==> src/rtl/pulse_sync_pkg.sv <==
// Shared types and default constants for the pulse synchronizer scheduler.
package pulse_sync_pkg;

   localparam int DEF_NUM_REQ = 4;
   localparam int DEF_CNT_W   = 3;
   localparam int DEF_GAP     = 2;
   localparam int DEF_TMO     = 16;

   typedef enum logic [2:0] {
      S_IDLE,
      S_ISSUE,
      S_WAIT_HI,
      S_WAIT_LO,
      S_GAP_WAIT
   } state_e;

endpackage

==> src/rtl/pulse_sync_sched_rr_arb.sv <==
// Round-robin picker: first requester with pending events at or after ptr_i, wrapping to 0.
module rr_arb
   import pulse_sync_pkg::*;
#(
   parameter int NUM_REQ = DEF_NUM_REQ
) (
   input  logic [NUM_REQ-1:0]         pend_i,
   input  logic [$clog2(NUM_REQ)-1:0] ptr_i,
   input  logic                       en_i,
   output logic [$clog2(NUM_REQ)-1:0] gnt_o,
   output logic                       valid_o
);

   localparam int ID_W = $clog2(NUM_REQ);

   logic [2*NUM_REQ-1:0] pendDbl;
   logic [NUM_REQ-1:0]   pendRot;
   logic [ID_W:0]        gntSum;
   logic                 found;

   // Rotate the pending vector so bit 0 is the pointer position, then take the first set bit
   // and map its offset back to an absolute requester index.
   always_comb begin
      pendDbl = {pend_i, pend_i} >> ptr_i;
      pendRot = pendDbl[NUM_REQ-1:0];
      found   = 1'b0;
      gntSum  = '0;
      for (int k = 0; k < NUM_REQ; k++) begin
         if (!found && pendRot[k]) begin
            found  = 1'b1;
            gntSum = {1'b0, ptr_i} + (ID_W+1)'(k);
         end
      end
      if (gntSum >= (ID_W+1)'(NUM_REQ)) begin
         gntSum = gntSum - (ID_W+1)'(NUM_REQ);
      end
      gnt_o   = gntSum[ID_W-1:0];
      valid_o = en_i && found;
   end

endmodule

==> src/rtl/pulse_sync_sched.sv <==
// Schedules per-requester event pulses onto a single pulse-synchronizer handshake.
module pulse_sync_sched
   import pulse_sync_pkg::*;
#(
   parameter int NUM_REQ = DEF_NUM_REQ,
   parameter int CNT_W   = DEF_CNT_W,
   parameter int GAP     = DEF_GAP,
   parameter int TMO     = DEF_TMO
) (
   input  logic                       clk,
   input  logic                       rst_n,
   input  logic [NUM_REQ-1:0]         req,
   input  logic                       busy,
   output logic                       sync_pulse,
   output logic [$clog2(NUM_REQ)-1:0] sync_id,
   output logic [NUM_REQ-1:0]         drop,
   output logic                       tmo_err,
   output logic                       idle
);

   localparam int              ID_W    = $clog2(NUM_REQ);
   localparam int              TMO_W   = $clog2(TMO + 1);
   localparam logic [CNT_W-1:0] CNT_MAX = '1;

   state_e              state_q;
   logic [CNT_W-1:0]    pendCnt_q [NUM_REQ];
   logic [CNT_W-1:0]    pendCnt_d [NUM_REQ];
   logic [NUM_REQ-1:0]  drop_q;
   logic [NUM_REQ-1:0]  drop_d;
   logic [NUM_REQ-1:0]  pendNz;
   logic [ID_W-1:0]     rrPtr_q;
   logic [ID_W-1:0]     syncId_q;
   logic                syncPulse_q;
   logic                tmoErr_q;
   logic [TMO_W-1:0]    tmoCnt_q;
   logic [3:0]          gapCnt_q;
   logic [ID_W-1:0]     gntIdx;
   logic                gntValid;

   // A requester is eligible for a grant whenever its pending counter is nonzero.
   always_comb begin
      for (int i = 0; i < NUM_REQ; i++) begin
         pendNz[i] = |pendCnt_q[i];
      end
   end

   rr_arb #(.NUM_REQ(NUM_REQ)) u_rr_arb (
      .pend_i  (pendNz),
      .ptr_i   (rrPtr_q),
      .en_i    ((state_q == S_IDLE) && !busy),
      .gnt_o   (gntIdx),
      .valid_o (gntValid)
   );

   // A request landing in the issue cycle of its own requester cancels the decrement; otherwise
   // requests count up, and a request against a full counter is reported as a drop.
   always_comb begin
      for (int i = 0; i < NUM_REQ; i++) begin
         pendCnt_d[i] = pendCnt_q[i];
         drop_d[i]    = 1'b0;
         if ((state_q == S_ISSUE) && (syncId_q == ID_W'(i))) begin
            if (!req[i]) begin
               pendCnt_d[i] = pendCnt_q[i] - 1'b1;
            end
         end else if (req[i]) begin
            if (pendCnt_q[i] == CNT_MAX) begin
               drop_d[i] = 1'b1;
            end else begin
               pendCnt_d[i] = pendCnt_q[i] + 1'b1;
            end
         end
      end
   end

   // Pending counters and one-cycle drop flags; reset discards any queued events.
   always_ff @(posedge clk) begin
      if (!rst_n) begin
         for (int i = 0; i < NUM_REQ; i++) begin
            pendCnt_q[i] <= '0;
         end
         drop_q <= '0;
      end else begin
         for (int i = 0; i < NUM_REQ; i++) begin
            pendCnt_q[i] <= pendCnt_d[i];
         end
         drop_q <= drop_d;
      end
   end

   // Transfer sequencer: grant, single pulse, wait for busy to rise and fall (or time out), then idle gap.
   always_ff @(posedge clk) begin
      if (!rst_n) begin
         state_q     <= S_IDLE;
         rrPtr_q     <= '0;
         syncId_q    <= '0;
         syncPulse_q <= 1'b0;
         tmoErr_q    <= 1'b0;
         tmoCnt_q    <= '0;
         gapCnt_q    <= '0;
      end else begin
         syncPulse_q <= 1'b0;
         case (state_q)
            S_IDLE: begin
               if (gntValid) begin
                  syncId_q    <= gntIdx;
                  rrPtr_q     <= (gntIdx == ID_W'(NUM_REQ - 1)) ? '0 : gntIdx + ID_W'(1);
                  syncPulse_q <= 1'b1;
                  state_q     <= S_ISSUE;
               end
            end
            S_ISSUE: begin
               tmoCnt_q <= '0;
               state_q  <= S_WAIT_HI;
            end
            S_WAIT_HI: begin
               if (busy) begin
                  state_q <= S_WAIT_LO;
               end else if (tmoCnt_q == TMO_W'(TMO - 1)) begin
                  tmoErr_q <= 1'b1;
                  gapCnt_q <= '0;
                  state_q  <= (GAP == 0) ? S_IDLE : S_GAP_WAIT;
               end else begin
                  tmoCnt_q <= tmoCnt_q + TMO_W'(1);
               end
            end
            S_WAIT_LO: begin
               if (!busy) begin
                  gapCnt_q <= '0;
                  state_q  <= (GAP == 0) ? S_IDLE : S_GAP_WAIT;
               end
            end
            S_GAP_WAIT: begin
               if (gapCnt_q == 4'(GAP - 1)) begin
                  state_q <= S_IDLE;
               end else begin
                  gapCnt_q <= gapCnt_q + 4'd1;
               end
            end
            default: begin
               state_q <= S_IDLE;
            end
         endcase
      end
   end

   assign sync_pulse = syncPulse_q;
   assign sync_id    = syncId_q;
   assign drop       = drop_q;
   assign tmo_err    = tmoErr_q;
   assign idle       = (state_q == S_IDLE) && !(|pendNz);

endmodule

==> config.mk <==
export PLATFORM = sky130hd
export DESIGN_NAME = pulse_sync_sched
export DESIGN_NICKNAME = d
export VERILOG_FILES = /design/src/rtl/pulse_sync_pkg.sv /design/src/rtl/pulse_sync_sched_rr_arb.sv /design/src/rtl/pulse_sync_sched.sv
export SDC_FILE = /design/constraint.sdc
export NUM_CORES = 1
export LEC_CHECK = 0
export BUFFER_PORTS_ARGS = -buffer_cell sky130_fd_sc_hd__buf_2
export CAP_MARGIN = 40
export CORE_MARGIN = 1.5
export CORE_UTILIZATION = 55
export DETAILED_ROUTE_END_ITERATION = 12
export GPL_TIMING_DRIVEN = 0
export HOLD_SLACK_MARGIN = 0.12
export PLACE_DENSITY_LB_ADDON = 0.25
export SLEW_MARGIN = 0
export SYNTH_ARGS = -nofsm -noshare
export SYNTH_HDL_FRONTEND = slang
export SYNTH_SLANG_ARGS = --single-unit
==> constraint.sdc <==
create_clock -name clk -period 3.85 [get_ports clk]
set_input_delay 0.77 -clock clk [delete_from_list [all_inputs] [get_ports clk]]
set_output_delay 0.77 -clock clk [all_outputs]
set_load 0.01 [all_outputs]
==> flow_summary.ini, run 1 <==
[worst_hold_path]
hp-start = gapCnt_q[3]
holdPathEnd = gapCnt_q[3]
hold_class = reg -> reg
hold_depth = 1

[sta]
slew_headroom_pct = 47.05
hold_viol_final = 0
setup_viol_count_final = 0
rsz0062_at_grt = false
finalClockSkew_ns = 0.004350
worst_pin_slew_ns = 0.7883
max_freq_mhz = 344.8
setup-tns-final_ns = 0
min_period_over_period_pct = 75.33
min_period_ns = 2.900
slew_viol_final = 0

[synth]
yosysUniqueCellTypes = 45
synthCells = 231
synth_ff_type = dfxtp_1
avgSynthCellArea_um2 = 8.114
synth_top_cell_area_share_pct = 36.32
async_flop_share_pct = 0
netlist_top_cells_area = dfxtp_1, nor2_1, a21oi_1
synthesis.area_mm2 = 0.001874
yosysTopAreaCell = dfxtp_1
syn_nets = 246
yosysWarnings = 0
synth_edf_count = 0
ys_seq_area_share_pct = 36.32
synth-seq-cells = 34

[layout]
drive_gt1_share_pct = 11.46
instances_no_fill = 299
areaGrowthSynthToFinish_pct = 10.01
utilization_pct = 62.28
most-common-layout-cells = dfxtp_1, nor2_1, a21oi_1
final_common_cell = dfxtp_1
fin_nets = 267
n_fill_cell = 325
diodes = 0

[clocking]
cts_setup_buffers = 0
cts_tree = done
clock_sinks = 34
cts_buffer_depth = 2
clock_latency_ns = 0.36
clk_root_buffer_cell = clkbuf_4
clk_pin_slew_worst_paths_ns = 0.10
numCtsBuffers = 5
ctsResizeCount = 0
ctsHoldBuffers = 0
h-tree-depth = 2

[critical_path]
critPathMaxFanout = 8
arrival_ns = 2.13
timing.rr.start = state_q[0]
crit_type = reg -> out
cp.required_ns = 3.08
r2r-end = pendCnt_q[1][2]
endpoint_kind = output pin
cp-start-kind = register
r2r_cells = 7
crit_start = pendCnt_q[2][0]
rrSetupSlack_ns = 1.42

[power_and_ir_drop]
vdd_drop_max_mv = 0.2494
powerDensity_mw_per_mm2 = 427.0
power_leakage_nw = 0.7905

[detailed_routing]
via_per_inst = 5.609
routed_wl_um = 3839
drt_iter0_drc = 73
drc = 0
num_vias = 1677
ant_nets = 0
drtPass1Iterations = 6
wl_per_cell_um = 12.84

[floorplanning]
die_h_um = 61.38
dieWidth_um = 61.38
initial_core_util_pct = 56.61
die_area_mm2 = 0.003767
rows = 21
ios = 16
core_region_area_mm2 = 0.003311

[grt]
grt_pass1_wl_um = 6175
gr-total-overflow = 0
antenna_found_initial = 0
grt_start_max_net_pins = 11
track_usage_pct = 22.65
grt_pass1_vias = 1428

[placement]
io_buffers = 14
routabilityCongestion = 0.8015
dp_hpwl_um = 2801
dp_cells = 291

[run_status]
status = finished clean

[job]
maxCapViolCount = 0
==> Yosys cell counts, types with 3 or more instances <==
master,count
dfxtp_1,34
nor2_1,28
a21oi_1,18
inv_1,15
nand2_1,15
nor3_1,12
o21ai_0,10
nand3_1,9
clkbuf_1,8
or3_1,8
a211oi_1,6
xnor2_1,5
fa_1,4
ha_1,4
nand4_1,4
nor4_1,4
or2_1,4
xor2_1,4
mux2i_1,3
nand2b_1,3
nor4b_1,3
==> per-layer routing <==
layer  part of all wire (%)  global-route usage [%]  routed length [µm]
met5                      0                       0                   0
met4                    1.9                   9.119                  74
met3                    3.5                   5.042                 133
met2                     46                   35.71                1778
met1                     48                   30.25                1852
==> metrics by stage <==
stage	cell area [µm²]	hold slack, ns	worst slack [ns]	total power [mW]
2_1_floorplan	1874	0.4326	1.583	0.6099
3_3_place_gp	2002	0.4528	1.407	0.6632
3_5_place_dp	2002	0.4611	1.370	0.6722
4_1_cts	2062	0.4845	0.9903	0.8822
5_1_grt	2062	0.5048	0.7835	0.9387
6_report	2062	0.4806	0.9498	0.8805
==> registers in the layout (all words and copies together) (netlist names), named ones only <==
| signal | flops |
|---|---|
| tmo_err | 1 |
| state_q | 3 |
| sync_pulse | 1 |
| rrPtr_q | 1 |
| sync_id | 2 |
| pendCnt_q | 12 |
| tmoCnt_q | 5 |
| drop | 4 |
| gapCnt_q | 4 |
==> final cells by class <==
type	instances	area (µm²)	area share, %
buffer	10	46.29	2.245
clock buffer	7	55.05	2.670
clock inverter	1	5.005	0.2427
inverter	15	56.30	2.731
multi-input combinational	172	1091	52.91
sequential	34	680.7	33.01
tap	46	57.56	2.791
timing repair buffer	14	70.07	3.398
==> worst max-delay path by stage <==
stage / end / depth (start not counted) / slack [ns]
floorplan: pendCnt_q[1][2] / 8 / 1.58
global placement: idle / 4 / 1.41
detailed placement: idle / 4 / 1.37
CTS: idle / 4 / 0.99
global route: idle / 4 / 0.78
finish: idle / 4 / 0.95
==> cells by family after synthesis <==
family	Yosys count	share of synthesized area (%)
XOR/XNOR	9	4.205
AO/OA/AOI/OAI	46	14.69
multiplexers	5	3.004
flip-flops	34	36.31
AND/OR/NAND/NOR	104	29.37
adder cells (fa/ha/maj)	8	6.943
buffers and inverters	25	5.474
==> worst max-delay path: stages (launching register included) <==
cell and delay (ns):
dfxtp_1 0.39, nor3_1 0.68, nand4_1 0.24, nor4_1 0.27, buf_2 0.19
==> report_power, final <==
group	internal (mW)	switching (mW)	total, mW	leakage [nW]
combinational	0.102	0.149	0.251	0.478
sequential	0.382	0.0342	0.416	0.277
clock	0.0884	0.125	0.213	0.0353
total	0.572	0.309	0.880	0.790
Power figures use the tool's default switching activity.
==> run 2: changes to the inputs <==
Clock period 3.85 ns to 2.75 ns, I/O delays scaled along.
==> run 2 against run 1 <==
  * Global-route usage did not move
  * Clock skew grew 0.0027 ns
  * Flip-flop and latch count is the same
  * Sequential share of layout area down 0.080 points
  * Largest cell class unchanged
  * Highest routed layer unchanged
==> flow_summary.ini, run 2 (synthesis results as in run 1) <==
[critical_path]
timing.rr.start = state_q[0]
cp.required_ns = 3.04
endpoint_kind = register
critPathSlowestCell = or4b_4
cp-start-kind = register
rrSetupSlack_ns = 0.32
endpoint = pendCnt_q[1][2]
r2r_cells = 7
crit_buf_inv = 1
arrival_ns = 2.73
crit_type = reg -> reg
cp.depth = 7
r2r-end = pendCnt_q[1][2]
critPathMaxFanout = 9
path_delay_family = simple AND/OR/NAND/NOR gates
slowest_delay_ns = 0.54
crit_start = state_q[0]
worstPathCellList = or4b_4 > or2_1 > buf_6 > fa_1 > xnor2_1 > or3_1 > a21oi_1

[layout]
largest-register = pendCnt_q
largest_reg_flops = 12
areaGrowthSynthToFinish_pct = 10.28
diodes = 0
fin_area_mm2 = 0.002067
fin_nets = 267
most-common-layout-cells = dfxtp_1, nor2_1, a21oi_1
largest_registers = pendCnt_q x12, tmoCnt_q x5
drive_gt1_share_pct = 11.86
final_common_cell = dfxtp_1

[floorplanning]
die_area_mm2 = 0.003767
ios = 16
dieWidth_um = 61.38
die_h_um = 61.38
initial_core_util_pct = 56.61
core_region_area_mm2 = 0.003311
rows = 21

[clocking]
h-tree-depth = 2
clock_latency_ns = 0.36
clk_root_buffer_cell = clkbuf_4
cts_buffer_depth = 2
ctsResizeCount = 0
clock_sinks = 34
numCtsBuffers = 5
ctsHoldBuffers = 0
cts_tree = done
cts_setup_buffers = 0
clk_pin_slew_worst_paths_ns = 0.10

[sta]
setup_viol_count_final = 0
slew_headroom_pct = 63.37
finalClockSkew_ns = 0.007088
min_period_ns = 2.434
hold_viol_final = 0
rsz0062_at_grt = false
setup-tns-final_ns = 0
worst_pin_slew_ns = 0.5495
max_freq_mhz = 410.9
min_period_over_period_pct = 88.50
slew_viol_final = 0

[detailed_routing]
drc = 0
num_vias = 1687
via_per_inst = 5.642
drt_iter0_drc = 79
drtPass1Iterations = 4
wl_per_cell_um = 12.81
ant_nets = 0
routed_wl_um = 3830

[run_status]
status = finished clean

[grt]
track_usage_pct = 22.65
antenna_found_initial = 0
grt_pass1_wl_um = 6175
grt_pass1_vias = 1428
gr-total-overflow = 0
grt_start_max_net_pins = 11

[placement]
routabilityCongestion = 0.8015
dp_hpwl_um = 2801
io_buffers = 14
placed_cell_area_mm2 = 0.002002

[power_and_ir_drop]
powerDensity_mw_per_mm2 = 597.2
vdd_drop_max_mv = 0.3487
power_leakage_nw = 0.7914

[job]
maxCapViolCount = 0

[worst_hold_path]
hold_class = in -> reg
run 2: cell counts in the layout (fill, tap and decap cells not counted):
No cell type changed its count.
run 2: worst register-to-register path: stages (launching register included):
cell     delay [ns]
dfxtp_1        0.47
or4b_4         0.54
or2_1          0.26
buf_6          0.14
fa_1           0.37
xnor2_1        0.15
or3_1          0.30
a21oi_1        0.14
run 2: stage by stage:
step	util, %	std cells	worst slack [ns]	total power [mW]	hold slack [ns]
detailed placement	60.47	291	0.3666	0.9411	0.4611
CTS	62.28	299	0.1103	1.235	0.4406
floorplan	-	231	0.4833	0.8538	0.4326
global placement	60.47	291	0.3857	0.9284	0.4528
global route	62.43	299	0.1881	1.315	0.4552
finish	62.43	299	0.3163	1.234	0.4387
run 2: how the worst min path moves through the flow:
| stage | start | to | slack [ns] | cells after the start |
|---|---|---|---|---|
| floorplan | gapCnt_q[3] | gapCnt_q[3] | 0.43 | 1 |
| global placement | tmo_err | tmo_err | 0.45 | 2 |
| detailed placement | tmo_err | tmo_err | 0.46 | 2 |
| CTS | req[1] | drop[1] | 0.44 | 3 |
| global route | req[0] | drop[0] | 0.46 | 3 |
| finish | req[1] | drop[1] | 0.44 | 3 |
run 2: final cells by class:
| cell class | count | area (µm²) |
|---|---|---|
| clock buffer | 7 | 55.05 |
| buffer | 10 | 46.29 |
| inverter | 15 | 56.30 |
| multi-input combinational | 172 | 1096 |
| sequential | 34 | 680.7 |
| tap | 46 | 57.56 |
| timing repair buffer | 14 | 70.07 |
| clock inverter | 1 | 5.005 |
| fill | 323 | 1244 |
run 2: power by group:
| group | switching (mW) | total (mW) | leakage, nW | internal, mW |
|---|---|---|---|---|
| combinational | 0.209 | 0.352 | 0.479 | 0.143 |
| clock | 0.176 | 0.299 | 0.0353 | 0.124 |
| sequential | 0.0487 | 0.583 | 0.277 | 0.535 |
| total | 0.433 | 1.23 | 0.791 | 0.801 |
run 2: layer usage:
| metal | GRT usage, % | share of wire, % | vias up |
|---|---|---|---|
| met5 | 0 | 0 | - |
| met2 | 35.71 | 46 | 33 |
| met4 | 9.119 | 2.3 | 0 |
| met3 | 5.042 | 3.9 | 9 |
| li1 | - | - | 857 |
| met1 | 30.25 | 48 | 788 |
==> run 3: changes to the inputs <==
Settings changed: ABC_AREA set to 1, TNS_END_PERCENT set to 1.
==> run 3 against run 2 <==
  * Register-to-register slack better by 0.46 ns
  * Synthesized area is 5.2% higher
  * Combinational power grew to 2.8 times the previous value
  * Via count is 6.0% higher
  * Fmax is 19% higher
  * Clock power is 21% higher
  * Non-clock buffer count is 6 lower
==> flow_summary.ini, run 3 <==
[run_status]
status = finished clean

[critical_path]
cp-start-kind = register
rrSetupSlack_ns = 0.78
arrival_ns = 1.50
path_delay_family = simple AND/OR/NAND/NOR gates
endpoint = idle
r2r-end = gapCnt_q[2]
crit_type = reg -> out
r2r_cells = 9
critPathMaxFanout = 6
critPathSlowestCell = dfxtp_1
slowest_delay_ns = 0.37
endpoint_kind = output pin
cp.depth = 4
cp.required_ns = 2.20
worstPathCellList = nor4_1 > nand4_1 > nor2_1 > buf_2
timing.rr.start = tmoCnt_q[0]
crit_buf_inv = 1
crit_start = pendCnt_q[0][0]

[synth]
avgSynthCellArea_um2 = 7.223
syn_nets = 288
netlist_top_cells_area = dfxtp_1, nand2_1, nand3_1
yosysWarnings = 0
async_flop_share_pct = 0
ys_seq_area_share_pct = 34.52
synth-seq-cells = 34
yosysTopAreaCell = dfxtp_1
synthCells = 273
yosysMostFrequentCell = nand2_1
synth_top_cell_area_share_pct = 34.52
synth_edf_count = 0
synth_ff_type = dfxtp_1
synthesis.area_mm2 = 0.001972
yosysUniqueCellTypes = 31
synth_common_cells = nand2_1, inv_1, dfxtp_1

[power_and_ir_drop]
vdd_drop_max_mv = 0.5516
total_power_mw = 2.090
powerDensity_mw_per_mm2 = 961.2
power_leakage_nw = 0.9148

[sta]
hold_viol_final = 0
setup_viol_count_final = 0
min_period_over_period_pct = 74.58
finalClockSkew_ns = 0.007553
min_period_ns = 2.051
slew_headroom_pct = 65.17
slew_viol_final = 0
setup-tns-final_ns = 0
worst_pin_slew_ns = 0.5224
max_freq_mhz = 487.6
rsz0062_at_grt = false

[placement]
placed_cell_area_mm2 = 0.002100
routabilityCongestion = 0.8490
io_buffers = 14
dp_hpwl_um = 2944

[floorplanning]
die_h_um = 62.88
rows = 21
ios = 16
dieWidth_um = 62.88
initial_core_util_pct = 58.18
core_region_area_mm2 = 0.003390
die_area_mm2 = 0.003953

[clocking]
numCtsBuffers = 5
h-tree-depth = 2
clock_sinks = 34
clk_pin_slew_worst_paths_ns = 0.10
ctsHoldBuffers = 0
clk_root_buffer_cell = clkbuf_4
clock_latency_ns = 0.34
cts_buffer_depth = 2
cts_tree = done
cts_setup_buffers = 0
ctsResizeCount = 0

[layout]
most-common-layout-cells = nand2_1, inv_1, dfxtp_1
largest_registers = pendCnt_q x12, tmoCnt_q x5
fin_nets = 309
diodes = 0
drive_gt1_share_pct = 15.25
areaGrowthSynthToFinish_pct = 10.28
n_fill_cell = 315
utilization_pct = 64.16
largest-register = pendCnt_q
largest_reg_flops = 12
fin_area_mm2 = 0.002175
final_common_cell = nand2_1

[detailed_routing]
drc = 0
drt_iter0_drc = 64
wl_per_cell_um = 11.46
drtPass1Iterations = 4
ant_nets = 0
via_per_inst = 5.246
num_vias = 1789
routed_wl_um = 3909

[job]
maxCapViolCount = 0

[worst_hold_path]
hold_class = in -> reg

[grt]
grt_pass1_wl_um = 7196
antenna_found_initial = 0
grt_start_max_net_pins = 11
grt_pass1_vias = 1631
gr-total-overflow = 0
track_usage_pct = 22.87
[run 3: cell count changes after synthesis, moves of 5 or more]
cell / change
o21ai_1: +5
nand3_1: +19
xnor2_1: -5
or3_1: -8
clkbuf_1: -5
inv_1: +22
nor2_2: +7
nand2_1: +29
[run 3: logic make-up (layout without fill, tap and decap cells)]
| group | Yosys count | count (layout) | synth area share (%) |
|---|---|---|---|
| adder cells (fa/ha/maj) | 8 | 8 | 6.599 |
| XOR/XNOR | 5 | 5 | 2.221 |
| AND/OR/NAND/NOR | 133 | 133 | 33.82 |
| flip-flops | 34 | 34 | 34.52 |
| buffers and inverters | 43 | 65 | 8.566 |
| AO/OA/AOI/OAI | 50 | 50 | 14.28 |
[run 3: worst min-delay path by stage]
stage                     slack (ns)  depth (start not counted)           to   startpoint
after floorplan                 0.46                          2  tmoCnt_q[1]  tmoCnt_q[1]
after global placement          0.45                          2      tmo_err      tmo_err
after detailed placement        0.46                          2      tmo_err      tmo_err
after CTS                       0.47                          3      drop[2]       req[2]
after global routing            0.47                          3      drop[2]       req[2]
final                           0.47                          3      drop[2]       req[2]
[run 3: area by class of cell]
| cell class | instances | area [µm²] | area share, % |
|---|---|---|---|
| buffer | 4 | 22.52 | 1.036 |
| clock buffer | 7 | 45.04 | 2.071 |
| clock inverter | 1 | 30.03 | 1.381 |
| inverter | 39 | 146.4 | 6.732 |
| multi-input combinational | 196 | 1122 | 51.61 |
| sequential | 34 | 680.7 | 31.30 |
| tap | 46 | 57.56 | 2.647 |
| timing repair buffer | 14 | 70.07 | 3.222 |
[run 3: routing by layer]
| layer | share of wire [%] | global-route usage, % |
|---|---|---|
| met1 | 52 | 31.11 |
| met5 | 0 | 0 |
| met2 | 42 | 34.44 |
| met3 | 4.4 | 5.946 |
| met4 | 2.4 | 9.167 |
[run 3: power breakdown]
group | total (mW) | internal, mW | switching [mW]
registers | 0.728 | 0.597 | 0.131
logic | 1.00 | 0.348 | 0.654
clock network | 0.361 | 0.193 | 0.168
total | 2.09 | 1.14 | 0.953
[run 3: metrics by stage]
step / hold WS (ns) / cells / setup WS [ns]
2_1_floorplan: 0.4558 / 273 / 1.049
3_3_place_gp: 0.4474 / 333 / 0.8426
3_5_place_dp: 0.4594 / 333 / 0.8146
4_1_cts: 0.4663 / 341 / 0.7112
5_1_grt: 0.4748 / 341 / 0.5359
6_report: 0.4709 / 341 / 0.6991
[run 3: worst reg2reg max path, delay by kind of cell (launching register included)]
family,cells,cell delay (ns)
AOI/OAI and AO/OA,2,0.55
and+or+nand+nor,4,0.47
adders and majority gates,2,0.40
DFF,1,0.37
buffers and inverters,1,0.06
